**config.mk**
```make
export PLATFORM = sky130hd
export DESIGN_NAME = wfm_table_loader
export DESIGN_NICKNAME = d
export VERILOG_FILES = /design/src/rtl/dds_pkg.sv /design/src/rtl/wfm_table_loader.sv
export SDC_FILE = /design/constraint.sdc
export NUM_CORES = 1
export LEC_CHECK = 0
export CORE_UTILIZATION = 40
export DETAILED_ROUTE_END_ITERATION = 6
export PLACE_DENSITY_LB_ADDON = 0.1
export SLEW_MARGIN = 20
export SYNTH_ARGS = -nofsm -noshare
export SYNTH_HDL_FRONTEND = slang
export SYNTH_SLANG_ARGS = --single-unit
export TNS_END_PERCENT = 1
```
**constraint.sdc**
```tcl
create_clock -name clk -period 6 [get_ports clk]
set_input_delay 1.2 -clock clk [delete_from_list [all_inputs] [get_ports clk]]
set_output_delay 1.2 -clock clk [all_outputs]
set_load 0.02 [all_outputs]
```
**src/rtl/dds_pkg.sv**
```systemverilog
// Shared DDS definitions: loader state encoding and waveform table-type names
// used by both the table loader and the synthesizer.
package dds_pkg;

   typedef enum logic [1:0] {
      IDLE = 2'd0,
      LOAD = 2'd1,
      DONE = 2'd2
   } loader_state_t;

   // Table-type names shared with the synthesizer's table select.
   localparam string TABLE_FULL    = "FULL";
   localparam string TABLE_HALF    = "HALF";
   localparam string TABLE_QUARTER = "QUARTER";

   // A load length is usable only if it covers 1..depth entries.
   function automatic logic len_legal(input int unsigned len, input int unsigned depth);
      return (len != 0) && (len <= depth);
   endfunction

endpackage

```
**src/rtl/wfm_table_loader.sv**
```systemverilog
// Streaming writer for the DDS waveform table. Takes a ready/valid sample
// stream and writes a contiguous, wrapping block of the table from a base
// address, tracking word count, checksum and length errors for software.
module wfm_table_loader
   import dds_pkg::*;
#(
   parameter int unsigned DEPTH = 1024,
   parameter int unsigned OW    = 24,
   parameter int unsigned CW    = 32,
   localparam int unsigned AW   = $clog2(DEPTH)
) (
   input  logic          clk,
   input  logic          rst_n,
   input  logic          start,
   input  logic [AW-1:0] base_addr,
   input  logic [AW:0]   length,
   input  logic          s_valid,
   output logic          s_ready,
   input  logic [OW-1:0] s_data,
   input  logic          s_last,
   output logic          wfm_wea,
   output logic [AW-1:0] wfm_waddr,
   output logic [OW-1:0] wfm_din,
   output logic          busy,
   output logic          done,
   output logic          err_short,
   output logic          err_long,
   output logic          err_len,
   output logic [CW-1:0] checksum,
   output logic [AW:0]   words_written
);

   loader_state_t state_q, state_d;

   logic [AW-1:0] base_q;
   logic [AW:0]   len_q;
   logic [AW:0]   count_q;
   logic [CW-1:0] csum_q;
   logic          err_short_q, err_long_q, err_len_q;
   logic          wea_q;
   logic [AW-1:0] waddr_q;
   logic [OW-1:0] din_q;

   logic start_ok;
   logic len_ok;
   logic accept;
   logic last_len;
   logic term;

   assign start_ok = (state_q == IDLE) && start;
   assign len_ok   = len_legal(32'(length), DEPTH);
   // s_ready is purely a function of state, so acceptance needs only s_valid.
   assign accept   = (state_q == LOAD) && s_valid;
   assign last_len = ((count_q + (AW+1)'(1)) == len_q);
   assign term     = accept && (last_len || s_last);

   // State register
   always_ff @(posedge clk) begin
      if (!rst_n) begin
         state_q <= IDLE;
      end else begin
         state_q <= state_d;
      end
   end

   // Next-state logic
   always_comb begin
      state_d = state_q;
      unique case (state_q)
         IDLE: begin
            if (start) begin
               state_d = len_ok ? LOAD : DONE;
            end
         end
         LOAD: begin
            if (term) begin
               state_d = DONE;
            end
         end
         DONE:    state_d = IDLE;
         default: state_d = IDLE;
      endcase
   end

   // State-decoded outputs
   always_comb begin
      s_ready = 1'b0;
      busy    = 1'b0;
      done    = 1'b0;
      unique case (state_q)
         IDLE: ;
         LOAD: begin
            s_ready = 1'b1;
            busy    = 1'b1;
         end
         DONE: begin
            busy = 1'b1;
            done = 1'b1;
         end
         default: ;
      endcase
   end

   // Load parameters, progress tracking and registered table write port
   always_ff @(posedge clk) begin
      if (!rst_n) begin
         base_q      <= '0;
         len_q       <= '0;
         count_q     <= '0;
         csum_q      <= '0;
         err_short_q <= 1'b0;
         err_long_q  <= 1'b0;
         err_len_q   <= 1'b0;
         wea_q       <= 1'b0;
         waddr_q     <= '0;
         din_q       <= '0;
      end else begin
         wea_q <= accept;
         if (start_ok) begin
            base_q      <= base_addr;
            len_q       <= length;
            count_q     <= '0;
            csum_q      <= '0;
            err_short_q <= 1'b0;
            err_long_q  <= 1'b0;
            err_len_q   <= !len_ok;
         end
         if (accept) begin
            // AW-bit sum truncates, giving the wrap-around at DEPTH.
            waddr_q <= base_q + count_q[AW-1:0];
            din_q   <= s_data;
            count_q <= count_q + (AW+1)'(1);
            csum_q  <= csum_q + CW'(s_data);
            if (term) begin
               err_short_q <= s_last && !last_len;
               err_long_q  <= last_len && !s_last;
            end
         end
      end
   end

   assign wfm_wea       = wea_q;
   assign wfm_waddr     = waddr_q;
   assign wfm_din       = din_q;
   assign err_short     = err_short_q;
   assign err_long      = err_long_q;
   assign err_len       = err_len_q;
   assign checksum      = csum_q;
   assign words_written = count_q;

endmodule
```
==> run_results.csv <==
group,metric,value,unit
run_status,status,"finished, final reports clean",
cts,clk_pin_slew_worst_paths,0.07,ns
sta,fin_setup_tns,0,ns
logic_synthesis,synth_compound_area_share,22.9,%
floorplan,fp.dieH,121,um
route,wl,15200,um
route,routed-wl-met3,619,um
floorplan,fp.coreArea,13800,um^2
global_route,grt_use_total,21.3,%
cts,clk_latency,0.35,ns
setup_path,cp.required,6.21,ns
sta,grt_setup_unrepaired,"false",
place,dp_slack,1.71,ns
logic_synthesis,ys_warn_count,0,
cts,cts_sinks,104,
logic_synthesis,synth_area_leader_cell,"dfxtp_1",
route,top_layer_used,"met4",
route,vias,5443,
layout,area_delta_synth_final,30.4,%
route,remaining_drc_errors,0,
cts,clk_path_buf_depth,2,
setup_path,critPathLaunchType,"input pin",
layout,drive_gt1_share,4.84,%
global_route,antenna_found_initial,0,
setup_path,end_kind,"flop",
logic_synthesis,synth_area,5640,um^2
sta,slew_headroom,36.3,%
logic_synthesis,ys_seq_area_share,36.9,%
logic_synthesis,ys_seq_elements,104,
floorplan,dieArea,14600,um^2
logic_synthesis,ys_types,65,
route,drtIter0Drc,281,
logic_synthesis,post-synth-top-area-fraction,36.9,%
route,viasPerCell,5.41,
global_route,grt_max_degree,45,
sta,period_share,65.5,%
floorplan,start_util,40.8,%
setup_path,arrival,4.14,ns
sta,finalWorstSetupSlack,2.07,ns
logic_synthesis,ys.flop_type,"dfxtp_1",
logic_synthesis,ys_top_cells_by_area,"dfxtp_1, nand2_1, ha_1, a21oi_1, xor2_1",
layout,utilization,53.1,%
sta,setup_viol,0,
logic_synthesis,synth_fa_ha_area_share,8.93,%
logic_synthesis,synth_edf_count,0,
cts,cts_tree,"done",
place,gp_congestion,0.886,
layout,multi_input_area,3340,um^2
sta,period_minus_slack,3.93,ns
floorplan,ios,134,
cts,cts-hold-fix-buffers,0,
place,dpl.hpwl,11000,um
logic_synthesis,synth_mux_area_share,0,%
logic_synthesis,synthArstFlopShare,0,%
sta,skew,0.00608,ns
min_path,holdCritPathClass,"reg -> reg",
logic_synthesis,synth_cells,708,
sta,worst_slew_pin_slew,0.955,ns
min_path,holdPathStages,2,
sta,hold_viol_final,0,
layout,nNetsFinal,912,
layout,ff_latch_area,2080,um^2
logic_synthesis,synth_simple_gate_area_share,21.5,%
global_route,grt_pass1_vias,5066,
power,p_leak,2.83,nW
cts,numCtsBuffers,9,
layout,nFillCells,1340,
job,drv_cap,0,
setup_path,path_class,"in -> reg",
logic_synthesis,avgSynthCellArea,7.96,um^2
route,antenna_left,0,
route,first_pass_iters,4,
cts,htree_levels,3,
route,m1WireLength,7000,um
layout,insertedDiodeCount,0,
logic_synthesis,synth_xor_area_share,5.75,%
cts,cts_resized,0,
global_route,overflow,0,
route,wl_per_cell,15.1,um
place,port_buffers,133,
setup_path,critPathMaxFanout,8,
power,vdd_ir_drop_max,0.104,mV
power,p_per_area,207,nW/um^2
route,wl_met2,7340,um
logic_synthesis,synth_top_family_by_area,"compound AO/OA/AOI/OAI gates",
logic_synthesis,synth_nets,797,
floorplan,fp.dieW,121,um
sta,max_freq,254,MHz
logic_synthesis,yosysMostFrequentCell,"nand2_1",
global_route,grt_pass1_wl,24600,um
cts,cts_root_buf,"clkbuf_16",
sta,final-max-slew-violation-count,0,
logic_synthesis,netlist_top_cells_count,"nand2_1, dfxtp_1, a21oi_1",
floorplan,num_rows,43,
cts,post_cts_buffers,0,
setup_path,reg2reg_depth,12,
## power breakdown
part           internal [W]  switching [W]  total (W)
Combinational      0.000111       0.000143   0.000254
Sequential         0.000713      0.0000162   0.000730
Clock              0.000288       0.000250   0.000538
Total               0.00111       0.000409    0.00152
## path summary, 6_finish.rpt
kind	slack, ns	end	startpoint
worst min-delay path	0.45	wfm_din[8]	wfm_din[8]
worst max register to register	3.04	checksum[24]	checksum[0]
worst max-delay path	2.07	checksum[24]	s_data[0]
worst min register to register	0.45	wfm_din[8]	wfm_din[8]
## per-layer routing
metal	up-vias	global-route usage (%)
met5	-	0
met3	17	3.21
met4	0	7.72
met2	129	36.2
met1	2569	27.2
li1	2728	-
## cells in the final DEF, fill, tap and decap left out, types with 4 or more instances in the layout
| master | n |
|---|---|
| nor3_1 | 12 |
| clkbuf_16 | 9 |
| nand4_1 | 12 |
| xor2_1 | 20 |
| nor2b_1 | 5 |
| and2_1 | 4 |
| o21a_1 | 4 |
| nand2_1 | 136 |
| clkdlybuf4s50_1 | 133 |
| or3_1 | 4 |
| nand3_1 | 22 |
| nand2b_1 | 4 |
| dfxtp_1 | 104 |
| nor2_1 | 45 |
| a211oi_1 | 7 |
| a22oi_1 | 8 |
| buf_4 | 5 |
| o21ai_0 | 33 |
| o31ai_1 | 4 |
| a21o_1 | 14 |
| inv_1 | 20 |
| xnor2_1 | 17 |
| a21oi_1 | 91 |
| and3_1 | 6 |
| ha_1 | 37 |
| o211ai_1 | 5 |
## cells by family (layout without fill, tap and decap cells)
logic type / count (synthesis) / after routing
adder cells (fa/ha/maj): 39 / 39
XOR/XNOR: 37 / 37
flip-flops: 104 / 104
AO/OA/AOI/OAI: 204 / 204
buffers and inverters: 55 / 173
AND/OR/NAND/NOR: 269 / 269
## per-stage QoR
step                      hold slack (ns)  power, W  instances  area, um^2
final                               0.453   0.00152       1006        7350
after global routing                0.470   0.00159       1006        7350
after CTS                           0.455   0.00154       1006        7350
after detailed placement            0.441   0.00100        992        7090
after global placement              0.433  0.000995        992        7090
after floorplan                     0.440  0.000898        708        5640
## registers in the layout, summed over array words and instances, names as in the netlist
name	cells
base_q	10
checksum	32
err_len	1
err_long	1
err_short	1
len_q	11
state_q	2
wfm_din	24
wfm_waddr	10
wfm_wea	1
words_written	11
## area by class of cell
type / instances / area share [%]
Multi-Input combinational cell: 549 / 45.4
Sequential cell: 104 / 28.3
Timing Repair Buffer: 138 / 18.6
Clock buffer: 13 / 3.41
Tap cell: 180 / 3.07
Inverter: 21 / 1.07
Clock inverter: 1 / 0.0681
## critical path: stages
cell and delay [ns]:
clkdlybuf4s50_1 0.49, ha_1 0.20, inv_1 0.06, fa_1 0.40, nor2b_1 0.13, o21a_1 0.14, o21ai_2 0.07, a21oi_1 0.22
nor2_1 0.12, o311ai_1 0.37, a41oi_1 0.36, o211ai_1 0.28, o41ai_1 0.10
Note: power is estimated with default switching activity, not from simulation.
